[src/rtl/button_event_ctrl.sv]
// Per-channel press/auto-repeat event generator with a round-robin valid/ready event port.
// Optional BUTTON_RELEASE_EVT_EN adds release events on the falling edge of a held button.
module button_event_ctrl #(
    parameter int WIDTH          = 4,
    parameter int HOLD_CNT_MAX   = 500000,
    parameter int REPEAT_CNT_MAX = 125000,
    parameter int ID_WIDTH       = (WIDTH > 1) ? $clog2(WIDTH) : 1,
    parameter int TMR_WIDTH      = $clog2(HOLD_CNT_MAX) + 1
) (
    input  logic                clk,
    input  logic                rst,
    input  logic [WIDTH-1:0]    btn_in,
    output logic                evt_valid,
    input  logic                evt_ready,
    output logic [ID_WIDTH-1:0] evt_id,
    output logic                evt_repeat,
    output logic                evt_release,
    output logic [WIDTH-1:0]    pending,
    output logic                dropped
);

    localparam logic [1:0] ST_IDLE   = 2'd0;
    localparam logic [1:0] ST_HELD   = 2'd1;
    localparam logic [1:0] ST_REPEAT = 2'd2;

    localparam logic [TMR_WIDTH-1:0] HOLD_LOAD = TMR_WIDTH'(HOLD_CNT_MAX - 1);
    localparam logic [TMR_WIDTH-1:0] REP_LOAD  = TMR_WIDTH'(REPEAT_CNT_MAX - 1);

    logic [WIDTH-1:0]     r_btn_prev;
    logic [WIDTH-1:0]     w_rise;
    logic [1:0]           r_state     [WIDTH];
    logic [1:0]           w_state_nxt [WIDTH];
    logic [TMR_WIDTH-1:0] r_tmr       [WIDTH];
    logic [TMR_WIDTH-1:0] w_tmr_nxt   [WIDTH];
    logic [WIDTH-1:0]     w_post;
    logic [WIDTH-1:0]     w_post_rep;
    logic [WIDTH-1:0]     r_pending;
    logic [WIDTH-1:0]     w_pending_nxt;
    logic [WIDTH-1:0]     r_kind_rep;
    logic [WIDTH-1:0]     w_kind_rep_nxt;
    logic [WIDTH-1:0]     w_drop;
    logic [WIDTH-1:0]     w_loaded;
    logic [ID_WIDTH-1:0]  w_idx;
    logic [ID_WIDTH-1:0]  w_sel;
    logic [ID_WIDTH-1:0]  w_rr_nxt;
    logic                 w_any;
    logic                 w_load_slot;
    logic                 r_evt_valid;
    logic [ID_WIDTH-1:0]  r_evt_id;
    logic                 r_evt_repeat;
    logic                 r_dropped;
    logic [ID_WIDTH-1:0]  r_rr_ptr;
`ifdef BUTTON_RELEASE_EVT_EN
    logic [WIDTH-1:0]     w_post_rel;
    logic [WIDTH-1:0]     r_kind_rel;
    logic [WIDTH-1:0]     w_kind_rel_nxt;
    logic                 r_evt_release;
`endif

    function automatic logic [ID_WIDTH-1:0] rr_index(input logic [ID_WIDTH-1:0] base, input int offset);
        int v_sum;
        v_sum = (int'(base) + offset) % WIDTH;
        return ID_WIDTH'(v_sum);
    endfunction

    assign w_rise      = btn_in & ~r_btn_prev;
    assign w_load_slot = ~r_evt_valid | evt_ready;

    // Per-channel press/hold/repeat state machine and timer
    always_comb begin
        for (int i = 0; i < WIDTH; i++) begin
            w_state_nxt[i] = r_state[i];
            w_tmr_nxt[i]   = r_tmr[i];
            w_post[i]      = 1'b0;
            w_post_rep[i]  = 1'b0;
`ifdef BUTTON_RELEASE_EVT_EN
            w_post_rel[i]  = 1'b0;
`endif
            case (r_state[i])
                ST_IDLE: begin
                    if (w_rise[i]) begin
                        w_post[i]      = 1'b1;
                        w_tmr_nxt[i]   = HOLD_LOAD;
                        w_state_nxt[i] = ST_HELD;
                    end else begin
                        w_tmr_nxt[i]   = {TMR_WIDTH{1'b0}};
                    end
                end
                ST_HELD, ST_REPEAT: begin
                    if (!btn_in[i]) begin
                        w_state_nxt[i] = ST_IDLE;
                        w_tmr_nxt[i]   = {TMR_WIDTH{1'b0}};
`ifdef BUTTON_RELEASE_EVT_EN
                        w_post[i]      = 1'b1;
                        w_post_rel[i]  = 1'b1;
`endif
                    end else if (r_tmr[i] == {TMR_WIDTH{1'b0}}) begin
                        w_post[i]      = 1'b1;
                        w_post_rep[i]  = 1'b1;
                        w_tmr_nxt[i]   = REP_LOAD;
                        w_state_nxt[i] = ST_REPEAT;
                    end else begin
                        w_tmr_nxt[i]   = r_tmr[i] - TMR_WIDTH'(1);
                    end
                end
                default: begin
                    w_state_nxt[i] = ST_IDLE;
                    w_tmr_nxt[i]   = {TMR_WIDTH{1'b0}};
                end
            endcase
        end
    end

    // Round-robin pick of the first pending channel at or after the pointer
    always_comb begin
        w_any = 1'b0;
        w_sel = {ID_WIDTH{1'b0}};
        w_idx = {ID_WIDTH{1'b0}};
        for (int k = 0; k < WIDTH; k++) begin
            w_idx = rr_index(r_rr_ptr, k);
            if (!w_any && r_pending[w_idx]) begin
                w_any = 1'b1;
                w_sel = w_idx;
            end else begin
                w_any = w_any;
            end
        end
        for (int i = 0; i < WIDTH; i++) begin
            w_loaded[i] = w_load_slot & w_any & (w_sel == ID_WIDTH'(i));
        end
        w_rr_nxt = (w_sel == ID_WIDTH'(WIDTH - 1)) ? {ID_WIDTH{1'b0}} : w_sel + ID_WIDTH'(1);
    end

    // A loaded channel hands its old event to the output, so a same-cycle post is not a drop
    always_comb begin
        w_pending_nxt  = r_pending;
        w_kind_rep_nxt = r_kind_rep;
        w_drop         = {WIDTH{1'b0}};
`ifdef BUTTON_RELEASE_EVT_EN
        w_kind_rel_nxt = r_kind_rel;
`endif
        for (int i = 0; i < WIDTH; i++) begin
            if (w_post[i]) begin
                if (r_pending[i] && !w_loaded[i]) begin
                    w_drop[i] = 1'b1;
                end else begin
                    w_pending_nxt[i]  = 1'b1;
                    w_kind_rep_nxt[i] = w_post_rep[i];
`ifdef BUTTON_RELEASE_EVT_EN
                    w_kind_rel_nxt[i] = w_post_rel[i];
`endif
                end
            end else if (w_loaded[i]) begin
                w_pending_nxt[i] = 1'b0;
            end else begin
                w_pending_nxt[i] = r_pending[i];
            end
        end
    end

    // State, pending capture and registered output stage
    always_ff @(posedge clk or posedge rst) begin
        if (rst) begin
            r_btn_prev   <= {WIDTH{1'b0}};
            r_pending    <= {WIDTH{1'b0}};
            r_kind_rep   <= {WIDTH{1'b0}};
            r_evt_valid  <= 1'b0;
            r_evt_id     <= {ID_WIDTH{1'b0}};
            r_evt_repeat <= 1'b0;
            r_dropped    <= 1'b0;
            r_rr_ptr     <= {ID_WIDTH{1'b0}};
            for (int i = 0; i < WIDTH; i++) begin
                r_state[i] <= ST_IDLE;
                r_tmr[i]   <= {TMR_WIDTH{1'b0}};
            end
`ifdef BUTTON_RELEASE_EVT_EN
            r_kind_rel    <= {WIDTH{1'b0}};
            r_evt_release <= 1'b0;
`endif
        end else begin
            r_btn_prev <= btn_in;
            r_pending  <= w_pending_nxt;
            r_kind_rep <= w_kind_rep_nxt;
            r_dropped  <= |w_drop;
            for (int i = 0; i < WIDTH; i++) begin
                r_state[i] <= w_state_nxt[i];
                r_tmr[i]   <= w_tmr_nxt[i];
            end
`ifdef BUTTON_RELEASE_EVT_EN
            r_kind_rel <= w_kind_rel_nxt;
`endif
            if (w_load_slot) begin
                r_evt_valid <= w_any;
                if (w_any) begin
                    r_evt_id     <= w_sel;
                    r_evt_repeat <= r_kind_rep[w_sel];
                    r_rr_ptr     <= w_rr_nxt;
`ifdef BUTTON_RELEASE_EVT_EN
                    r_evt_release <= r_kind_rel[w_sel];
`endif
                end
            end
        end
    end

    assign evt_valid  = r_evt_valid;
    assign evt_id     = r_evt_id;
    assign evt_repeat = r_evt_repeat;
    assign pending    = r_pending;
    assign dropped    = r_dropped;
`ifdef BUTTON_RELEASE_EVT_EN
    assign evt_release = r_evt_release;
`else
    assign evt_release = 1'b0;
`endif

endmodule

[config.mk]
export PLATFORM = sky130hd
export DESIGN_NAME = button_event_ctrl
export DESIGN_NICKNAME = d
export VERILOG_FILES = /design/src/rtl/button_event_ctrl.sv
export SDC_FILE = /design/constraint.sdc
export NUM_CORES = 1
export LEC_CHECK = 0
export BUFFER_PORTS_ARGS = -buffer_cell sky130_fd_sc_hd__buf_2
export CORE_UTILIZATION = 40
export CTS_CLUSTER_DIAMETER = 60
export DETAILED_ROUTE_END_ITERATION = 12
export PLACE_DENSITY = 0.55
export SYNTH_ARGS = -nofsm -noshare
export SYNTH_HDL_FRONTEND = slang
export SYNTH_SLANG_ARGS = --single-unit
[constraint.sdc]
create_clock -name clk -period 3.85 [get_ports clk]
set_input_delay 0.385 -clock clk [delete_from_list [all_inputs] [get_ports clk]]
set_output_delay 0.385 -clock clk [all_outputs]
set_load 0.01 [all_outputs]
# Word-level counts from Yosys, hierarchy flattened
# Index checks and enable logic that the tools add are counted.
[op_classes]
add_sub_neg = 8
n_lt_le_gt_ge = 5
eq_ne = 23
mux = 91
n_bitwise = 13
n_reduce_logical = 45
[ops]
columns = ["op", "count"]
rows = [
  ["2-to-1 mux 20 bit", 8],
  ["one-hot mux 20 bit (2 select lines)", 4],
  ["zero test 20 bit", 4],
  ["subtractor 20 x 1 -> 20 bit (second input constant)", 4],
  ["2-to-1 mux 19 bit", 4],
  ["2-to-1 mux 1 bit", 45],
  ["2-to-1 mux 2 bit", 17],
  ["AND reduction 2 bit", 13],
  ["inequality test 2 bit (second input constant)", 8],
  ["one-hot mux 2 bit (2 select lines)", 4],
  ["< comparator 2 x 3 -> 1 bit (second input constant)", 5],
  ["== test 2 bit (second input constant)", 6],
  ["inequality test 3 bit (second input constant)", 4],
  ["binary-select mux 1 bit (select 2 bit)", 5],
  ["== test 2 x 1 -> 1 bit (second input constant)", 5],
  ["zero test 2 bit", 5],
  ["one-hot mux 1 bit (2 select lines)", 4],
  ["nonzero test 2 bit", 4],
  ["OR reduction 2 bit", 4],
  ["logical AND 1 bit", 7],
  ["zero test 1 bit", 7],
  ["bitwise AND 1 bit", 5],
  ["inverter 1 bit", 5],
  ["adder 2 x 1 -> 2 bit (second input constant)", 2],
  ["5 further kinds", 6],
]
[totals]
ff_bits = 107
in_bits = 7
output_inout_bits = 10
elab_cells = 207

# Longest topological paths before layout
# Gate-level depths: netlist of run 1.
[logic_depth]
depth_word = 19
mapped_depth = 11
ltp_nobuf = 9

# Worst setup path after synthesis of run 1
# OpenSTA, ideal clock, no wires.
[synth_path]
kind = "register -> register"
start = "register r_tmr[60] (netlist bit)"
end = "register r_kind_rep[0]"
setup_time_ns = 0.127
arrival_time_ns = 2.511
path_slack_ns = 1.212
path_stages_with_launch = 9
period_less_slack_ns = 2.638
cell_sequence = "dfrtp_1 inv_1 ha_1 or4b_4 or4_1 buf_2 o41a_4 a21oi_2 mux2_1"
[synth_between]
elab_chain_cells = 5
elab_cells_between_ends = 6
cone_classes = "mux (4); reduce/logical (2)"
[synth_rtl]
columns = ["element", "line_no", "source"]
rows = [
  ["start, declared", "33", "logic [TMR_WIDTH-1:0] r_tmr [WIDTH];"],
  ["start signal, assigned by index", "174", "r_tmr[i] <= {TMR_WIDTH{1'b0}};"],
  ["start signal, assigned by index", "187", "r_tmr[i] <= w_tmr_nxt[i];"],
  ["zero test 20 bit *", "97", "end else if (r_tmr[i] == {TMR_WIDTH{1'b0}}) begin"],
  ["2-to-1 mux 1 bit *", "97", ""],
  ["2-to-1 mux 1 bit *", "90", "if (!btn_in[i]) begin"],
  ["one-hot mux 1 bit (2 select lines)", "79", "case (r_state[i])"],
  ["AND reduction 2 bit (no line)", "--", ""],
  ["end signal, assigned", "166", "r_kind_rep <= {WIDTH{1'b0}};"],
  ["end signal, assigned", "183", "r_kind_rep <= w_kind_rep_nxt;"],
  ["end, declared", "39", "logic [WIDTH-1:0] r_kind_rep;"],
]
# Mark *: on every way between the ends. The rest lies on a longest branch, timed or not.
# A chain may end at the register's enable or synchronous reset.

# Worst setup path after layout of run 1
[layout_path]
start = "register r_tmr[40] (netlist bit)"
end = "register r_kind_rep[1]"
# Same word-level chain as after synthesis.

==> results of run 1 <==
## metal layers
metal	up-vias	share of wire	global-route usage
met5	-	0	0
li1	1949	-	-
met1	1882	0.50	0.2158
met4	0	0.016	0.06804
met2	38	0.46	0.2654
met3	13	0.029	0.04826
## per-stage QoR
step / area (um^2) / utilization / hold WS (ps) / instances
final: 6011 / 0.4539 / 192.2 / 746
after global routing: 6011 / 0.4539 / 179.9 / 746
after CTS: 6011 / 0.4539 / 176.5 / 746
after detailed placement: 5684 / 0.4292 / 486.3 / 730
after global placement: 5684 / 0.4292 / 487.0 / 730
after floorplan: 5438 / - / 416.4 / 553
## where the power goes
part,internal [mW],total (mW),switching [mW]
combinational,1.07,2.42,1.35
clock,0.589,1.01,0.416
sequential,1.48,1.87,0.386
## state kept, by name, indices dropped and copies added (netlist names)
register and count:
r_rr_ptr 2, evt_repeat 1, evt_id 2, r_state 8, r_btn_prev 4, evt_valid 1, r_tmr 80, dropped 1
pending 4, r_kind_rep 4
## cell usage after synthesis, types with 4 or more instances
library cell / count
ha_1: 17
clkbuf_1: 11
o21ai_0: 56
xor2_1: 24
xnor2_1: 42
nand3b_1: 10
o22ai_1: 4
a31oi_1: 7
mux2_2: 4
a211oi_1: 4
dfrtp_1: 107
a21o_1: 7
nand2_1: 36
nor4_1: 17
nor2_1: 58
a21oi_1: 22
nand2b_1: 5
nor2b_1: 4
nor3_1: 19
or4_1: 14
or3_1: 11
or2_2: 11
inv_1: 24
## worst reg2reg max path: stages, from the launching register on
cell and delay, ps:
dfrtp_1 410, inv_1 70, ha_1 180, or4b_1 550, nor3_1 600, a31oi_1 370
a21oi_1 220, mux2_2 350
## layout make-up
type	count	area [um^2]
Clock buffer	10	239.0
Clock inverter	6	87.58
Fill cell	1284	7232
Inverter	24	92.59
Multi-Input combinational cell	404	2589
Sequential cell	107	2678
Tap cell	176	220.2
Timing Repair Buffer	19	105.1
## worst min path at each step
stage	startpoint	endpoint	slack (ps)	cells after the start
final	btn_in[3]	r_btn_prev[3]	190	1
after global routing	btn_in[1]	r_btn_prev[1]	180	1
after CTS	btn_in[3]	r_btn_prev[3]	180	1
after detailed placement	evt_id[0]	evt_id[0]	490	1
after global placement	r_kind_rep[0]	r_kind_rep[0]	490	1
after floorplan	btn_in[0]	r_btn_prev[0]	420	0
## cell families (layout without fill, tap and decap cells)
family | count (synthesis) | count (layout) | synth area share
compound gates | 109 | 109 | 0.1157
simple gates | 204 | 204 | 0.2002
xor+xnor | 66 | 66 | 0.1063
mux | 7 | 7 | 0.01404
flops | 107 | 107 | 0.4924
other cells | 1 | 1 | 0.0006896
buf+inv | 42 | 59 | 0.03152
fa+ha+maj | 17 | 17 | 0.03912
==> qor.csv, run 1 <==
stage,metric,value,unit
outcome,status,"finished, final reports clean",
floorplan,# rows,42,
placement,post-DP HPWL,7367,um
critical_path,Setup crit start kind,register,
floorplan,chip height,118.6,um
detailed_routing,Vias per Instance,5.204,
power_and_ir_drop,PD cells,880.7,mW/mm^2
global_route,total gr overflow,0,
sta,final setup vio count,0,
clock_tree,CTS tree,yes,
yosys,Mapped Nets,577,
critical_path,Crit path arrival time,3100,ps
sta,final clock skew,6.001,ps
yosys,asr flop ratio synth,1.000,
critical_path,"delay-heaviest family, CP",simple AND/OR/NAND/NOR gates,
critical_path,crit end category,register,
floorplan,IO Count,17,
sta,unrepaired setup endpoints after global routing,false,
sta,fmax,0.3502,GHz
critical_path,Critical Path End,r_kind_rep[1],
critical_path,"slowest stage delay, CP",600,ps
global_route,first-pass GRT wire length,18740,um
flow_run,MaxCap Viol Count,0,
critical_path,Worst Path Buf+Inv,1,
critical_path,Worst Path Required,4090,ps
yosys,top cell type's share of synthesized area,0.4924,
placement,Port Buffers,15,
placement,GPL Wtd Cong,0.7836,
yosys,synth top area cells,"dfrtp_1 (49%), xnor2_1 (6.8%), o21ai_0 (5.2%), nor2_1 (4.0%), ha_1 (3.9%)",
clock_tree,Root Buffer,clkbuf_16,
sta,Slew Limit Fails,0,
yosys,largest area contributor in the netlist,dfrtp_1,
yosys,area of the mapped netlist,0.005438,mm^2
clock_tree,CTS clock-pin slew for the worst setup and hold paths,70,ps
clock_tree,CTS Hold Bufs,0,
detailed_routing,drt first pass iters,4,
worst_hold_path,worst hold path class,in -> reg,
clock_tree,H-tree levels,3,
sta,period utilization,0.7418,
detailed_routing,Antenna Nets Post-Route,0,
global_route,vias in the first global route,3937,
clock_tree,TritonCTS buffer count,9,
floorplan,die width,118.6,um
sta,Final Hold Vio Count,0,
detailed_routing,Routed WL per cell,14.37,um
layout,fin nets,589,
critical_path,Worst R2R Path Depth,7,
critical_path,r2r setup slk,990,ps
sta,Final Worst Setup Slack,994.2,ps
power_and_ir_drop,worst vdd ir,310.6,uV
yosys,synthesized flop and latch total,107,
clock_tree,Post CTS Setup Buffer Count,0,
placement,DP Worst Slack,976.4,ps
clock_tree,Max Root-Sink Buffers,2,
critical_path,"Slowest-stage cell, CP",nor3_1,
power_and_ir_drop,"Power, Total",5.294,mW
clock_tree,Num Clock Sinks,107,
critical_path,Worst R2R End,r_kind_rep[1],
global_route,antenna violations before repair,0,
sta,fin crit period,2856,ps
detailed_routing,total vias in the final route,3882,
yosys,synth warn,0,
yosys,top_reg_cell synth,dfrtp_1,
sta,Slew @ Worst Pin,973.7,ps
critical_path,Worst path depth,7,
critical_path,FF-to-FF Start,r_tmr[40],
yosys,syn_area_per_cell,9.833,um^2
yosys,Cells after Synth,553,
layout,Area Overhead vs Synth,10.54,%
critical_path,Critical Path Start,r_tmr[40],
clock_tree,PostCTS Resize Cnt,0,
global_route,gr usage total,0.1679,
layout,most frequent cells in the layout,"dfrtp_1 (107), nor2_1 (58), o21ai_0 (56)",
critical_path,crit-path cells,"inv_1, ha_1, or4b_1, nor3_1, a31oi_1, a21oi_1, mux2_2",
floorplan,initial core utilization,0.4106,
yosys,"Seq/Total Area, Yosys",0.4924,
sta,Post-Route Setup TNS,0,ps
detailed_routing,drt drc,0,
critical_path,critical path type,reg -> reg,
critical_path,Worst Path Max Fanout,8,
layout,# diodes,0,
clock_tree,worst skew pair latency,350,ps
layout,share of cells above drive strength 1,0.1000,
detailed_routing,Routed WL,10720,um
power_and_ir_drop,Static Leakage,2.669,nW
yosys,Yosys cell types,50,
sta,Slew HR,0.3509,
floorplan,die area,0.01406,mm^2
yosys,number of synthesized flops with an enable pin,0,
floorplan,core area,0.01324,mm^2
detailed_routing,initial detailed-routing violation count,226,
global_route,maximum number of pins on one net before global-route repair,79,
layout,"commonest non-fill, non-tap cell in the layout",dfrtp_1,
Note: power is estimated with default switching activity, not from simulation.
==> run 2: changes to the inputs <==
==> constraint.sdc (replaced) <==
create_clock -name clk -period 2.63 [get_ports clk]
set_input_delay 0.263 -clock clk [delete_from_list [all_inputs] [get_ports clk]]
set_output_delay 0.263 -clock clk [all_outputs]
set_load 0.01 [all_outputs]
==> qor.csv, run 2 (synthesis gave the netlist of run 1 again) <==
stage,metric,value,unit
detailed_routing,initial detailed-routing violation count,214,
power_and_ir_drop,PD cells,1274,mW/mm^2
layout,Area Overhead vs Synth,12.24,%
layout,share of cells above drive strength 1,0.1216,
clock_tree,H-tree levels,3,
sta,Slew Limit Fails,0,
layout,area of the multi-input gates,0.002600,mm^2
layout,# diodes,0,
clock_tree,Num Clock Sinks,107,
detailed_routing,met2 routed WL,4736,um
power_and_ir_drop,worst vdd ir,442.4,uV
layout,flip-flop and latch area,0.002678,mm^2
floorplan,core area,0.01324,mm^2
detailed_routing,met1 wire length,5543,um
layout,most frequent cells in the layout,"dfrtp_1 (107), nor2_1 (58), o21ai_0 (56)",
detailed_routing,Antenna Nets Post-Route,0,
detailed_routing,drt first pass iters,6,
clock_tree,CTS clock-pin slew for the worst setup and hold paths,70,ps
worst_hold_path,worst hold path class,in -> async,
floorplan,# rows,42,
power_and_ir_drop,Static Leakage,2.722,nW
placement,GPL Wtd Cong,0.8006,
power_and_ir_drop,"Power, Total",7.778,mW
sta,Slew HR,0.4720,
clock_tree,worst skew pair latency,350,ps
layout,Biggest register,r_tmr,
global_route,first-pass GRT wire length,18820,um
floorplan,initial core utilization,0.4106,
global_route,maximum number of pins on one net before global-route repair,54,
critical_path,Setup crit start kind,register,
layout,Fillers,1283,
critical_path,Crit path arrival time,2770,ps
global_route,total gr overflow,0,
sta,period utilization,0.9682,
detailed_routing,Routed WL,10830,um
detailed_routing,Vias per Instance,5.199,
global_route,vias in the first global route,3855,
sta,final clock skew,8.084,ps
global_route,gr usage total,0.1669,
clock_tree,Root Buffer,clkbuf_16,
critical_path,crit end category,register,
sta,final setup vio count,0,
detailed_routing,drt drc,0,
clock_tree,CTS tree,yes,
layout,"commonest non-fill, non-tap cell in the layout",dfrtp_1,
outcome,status,"finished, final reports clean",
sta,unrepaired setup endpoints after global routing,false,
sta,Slew @ Worst Pin,790.3,ps
critical_path,critical path type,reg -> reg,
sta,fin crit period,2546,ps
sta,Post-Route Setup TNS,0,ps
placement,post-DP HPWL,7538,um
detailed_routing,Top Layer Used,met4,
layout,Largest regs,"r_tmr x80, r_state x8",
sta,Final Hold Vio Count,0,
clock_tree,Max Root-Sink Buffers,2,
detailed_routing,Routed WL per cell,14.24,um
clock_tree,TritonCTS buffer count,9,
floorplan,chip height,118.6,um
layout,max reg flops,80,
critical_path,Worst Path Required,2860,ps
clock_tree,CTS Hold Bufs,0,
layout,fin nets,604,
floorplan,die area,0.01406,mm^2
floorplan,IO Count,17,
floorplan,die width,118.6,um
sta,fmax,0.3927,GHz
global_route,antenna violations before repair,0,
layout,Util after Layout,0.4609,
critical_path,Worst Path Max Fanout,6,
detailed_routing,total vias in the final route,3951,
detailed_routing,met3 WL,299,um
placement,Port Buffers,15,
flow_run,MaxCap Viol Count,0,
==> run 2: metal layers <==
metal,vias to the layer above,GRT usage
li1,1975,-
met5,-,0
met2,57,0.2500
met3,19,0.03234
met1,1900,0.2353
met4,0,0.06962
==> run 2: stage by stage <==
stage | hold slack [ps] | worst slack [ps] | instances | instance area (um^2)
after floorplan | 294.4 | 54.30 | 553 | 5454
after global placement | 423.8 | 97.86 | 742 | 5794
after detailed placement | 429.5 | 66.24 | 742 | 5794
after CTS | 60.58 | 51.11 | 757 | 6076
after global routing | 63.90 | 7.649 | 760 | 6103
final | 50.37 | 83.53 | 760 | 6103
==> run 2: where the power goes <==
| group | total, mW | internal (mW) | switching, mW |
|---|---|---|---|
| combinational | 3.72 | 1.71 | 2.01 |
| clock | 1.32 | 0.717 | 0.602 |
| sequential | 2.73 | 2.17 | 0.562 |
==> run 2: worst paths after layout <==
kind,startpoint,to,slack [ps],depth (start not counted)
max,r_tmr[60],r_kind_rep[0],80,7
min,rst,r_tmr[48],50,2
max reg2reg,r_tmr[60],r_kind_rep[0],80,7
min reg2reg,evt_id[0],evt_id[0],480,1
max in group asynchronous,rst,r_state[7],1820,3
min in group clk,btn_in[1],r_btn_prev[1],70,1
==> run 2: what timing repair did <==
| action | 4_1_cts | 5_1_grt |
|---|---|---|
| setup buffers | 0 | 3 |
| endpoints found under the setup margin | 0 | 6 |
| resized for setup | 0 | 1 |
==> run 2: final cells by class <==
class	count	area share
multi-input combinational	404	0.4260
sequential	107	0.4387
tap	176	0.03608
clock inverter	1	0.001230
clock buffer	14	0.04490
timing repair buffer	34	0.03772
inverter	24	0.01538
==> run 2: critical path, stage by stage, from the launching register on <==
cell,delay (ps)
dfrtp_1,390
inv_1,70
ha_2,190
or4b_4,460
or4_4,470
o41a_4,400
a21oi_2,120
mux2_1,330
==> run 3: changes to the inputs <==
--- a/config.mk
+++ b/config.mk
@@ -7,6 +7,7 @@
 export LEC_CHECK = 0
 export BUFFER_PORTS_ARGS = -buffer_cell sky130_fd_sc_hd__buf_2
 export CORE_UTILIZATION = 40
+export CTS_BUF_LIST = sky130_fd_sc_hd__clkbuf_4 sky130_fd_sc_hd__clkbuf_8
 export CTS_CLUSTER_DIAMETER = 60
 export DETAILED_ROUTE_END_ITERATION = 12
 export PLACE_DENSITY = 0.55
==> qor.csv, run 3 (synthesis gave the netlist of run 1 again) <==
stage,metric,value,unit
sta,period utilization,0.9673,
detailed_routing,Vias per Instance,5.192,
clock_tree,TritonCTS buffer count,9,
global_route,GR Layer Usage met1,0.2321,
layout,fin cells,760,
global_route,global route hottest layer,met2,
global_route,gr usage total,0.1667,
sta,Post-Route Setup TNS,0,ps
layout,fin nets,604,
clock_tree,worst skew pair latency,370,ps
detailed_routing,total vias in the final route,3946,
detailed_routing,Routed WL,10800,um
critical_path,Crit path arrival time,2810,ps
placement,GPL Wtd Cong,0.8006,
critical_path,Worst R2R End,r_kind_rep[0],
critical_path,crit end category,register,
layout,"commonest non-fill, non-tap cell in the layout",dfrtp_1,
detailed_routing,drt drc,0,
critical_path,"slowest stage delay, CP",470,ps
critical_path,Worst Path Required,2890,ps
layout,Largest regs,"r_tmr x80, r_state x8",
sta,fmax,0.3931,GHz
sta,fin crit period,2544,ps
sta,Slew Limit Fails,0,
critical_path,crit-path cells,"inv_1, ha_2, or4b_4, or4_4, o41a_4, a21oi_2, mux2_1",
sta,Slew HR,0.4825,
global_route,met2 Use GR,0.2515,
layout,Util after Layout,0.4538,
floorplan,die width,118.6,um
floorplan,initial core utilization,0.4106,
clock_tree,Root Buffer,clkbuf_8,
detailed_routing,Routed WL per cell,14.21,um
clock_tree,H-tree levels,3,
layout,# diodes,0,
layout,Biggest register,r_tmr,
sta,unrepaired setup endpoints after global routing,false,
critical_path,"Slowest-stage cell, CP",or4_4,
worst_hold_path,worst hold path class,in -> async,
sta,Final Hold Vio Count,0,
placement,post-DP HPWL,7538,um
layout,Area Overhead vs Synth,10.52,%
global_route,vias in the first global route,3839,
layout,most frequent cells in the layout,"dfrtp_1 (107), nor2_1 (58), o21ai_0 (56)",
power_and_ir_drop,Static Leakage,2.683,nW
floorplan,chip height,118.6,um
placement,Inst Count DP,742,
power_and_ir_drop,worst vdd ir,469.7,uV
critical_path,r2r setup slk,90,ps
floorplan,IO Count,17,
flow_run,MaxCap Viol Count,0,
critical_path,Worst Path Buf+Inv,1,
global_route,total gr overflow,0,
clock_tree,CTS tree,yes,
critical_path,Worst R2R Path Depth,7,
clock_tree,CTS clock-pin slew for the worst setup and hold paths,100,ps
critical_path,critical path type,reg -> reg,
sta,final setup vio count,0,
layout,max reg flops,80,
detailed_routing,drt first pass iters,7,
placement,Port Buffers,15,
critical_path,FF-to-FF Start,r_tmr[60],
clock_tree,Max Root-Sink Buffers,2,
placement,Placed Area,0.005794,mm^2
sta,Slew @ Worst Pin,774.6,ps
critical_path,Critical Path Start,r_tmr[60],
layout,final non-filler cell area,0.006010,mm^2
global_route,routing usage on met3,0.02944,
detailed_routing,initial detailed-routing violation count,195,
global_route,antenna violations before repair,0,
detailed_routing,Antenna Nets Post-Route,0,
layout,share of cells above drive strength 1,0.1250,
critical_path,Setup crit start kind,register,
floorplan,die area,0.01406,mm^2
sta,final clock skew,12.91,ps
global_route,first-pass GRT wire length,18740,um
floorplan,core area,0.01324,mm^2
clock_tree,CTS Hold Bufs,0,
clock_tree,Num Clock Sinks,107,
outcome,status,"finished, final reports clean",
power_and_ir_drop,PD cells,1241,mW/mm^2
critical_path,"delay-heaviest family, CP",simple AND/OR/NAND/NOR gates,
critical_path,Worst Path Max Fanout,6,
global_route,maximum number of pins on one net before global-route repair,54,
floorplan,# rows,42,
==> run 3: changes by cell type in the layout (fill, tap and decap cells not counted) <==
cell / before / now
clkbuf_4: 0 / 2
clkbuf_16: 9 / 0
clkbuf_1: 2 / 0
clkbuf_8: 3 / 12
==> run 3: report_power, final <==
group,total [mW],switching [mW],internal (mW)
Sequential,2.73,0.559,2.17
Combinational,3.73,2.02,1.71
Clock,0.993,0.553,0.440
Total,7.46,3.13,4.32
==> run 3: what timing repair did <==
action                                  CTS  global route
setup buffers                             0             3
resized for setup                         0             1
endpoints found under the hold margin     0             0
endpoints found under the setup margin    0             6
==> run 3: through the flow <==
stage	worst slack (ps)	hold slack, ps	power (mW)
floorplan	54.30	294.4	5.570
global placement	97.86	423.8	6.382
detailed placement	66.24	429.5	6.451
CTS	46.82	15.03	7.501
global route	3.672	21.11	8.159
finish	86.10	14.39	7.455
==> run 3: cell type report <==
| type | count | area (um^2) |
|---|---|---|
| clock buffers | 14 | 180.2 |
| clock inverters | 1 | 7.507 |
| fillers | 1288 | 7233 |
| inverters | 24 | 93.84 |
| multi-input cells | 404 | 2600 |
| flip-flops and latches | 107 | 2678 |
| well taps | 176 | 220.2 |
| repair buffers | 34 | 230.2 |
==> run 3: worst max path at each step <==
stage	end	slack, ps	depth (start not counted)
CTS	r_kind_rep[0]	50	7
detailed placement	r_tmr[78]	70	7
global placement	r_tmr[77]	100	7
finish	r_kind_rep[0]	90	7
global route	r_kind_rep[0]	4	7
floorplan	r_kind_rep[0]	50	8
==> run 3: routing by layer <==
layer | part of all wire | vias to the layer above
met2 | 0.44 | 43
met3 | 0.028 | 15
met4 | 0.024 | 0
met1 | 0.51 | 1911
met5 | 0 | -
li1 | - | 1977
==> run 3: worst reg2reg max path, cell delays in order (launching register included) <==
cell     delay [ps]
dfrtp_1         400
inv_1            70
ha_2            190
or4b_4          460
or4_4           470
o41a_4          400
a21oi_2         120
mux2_1          330
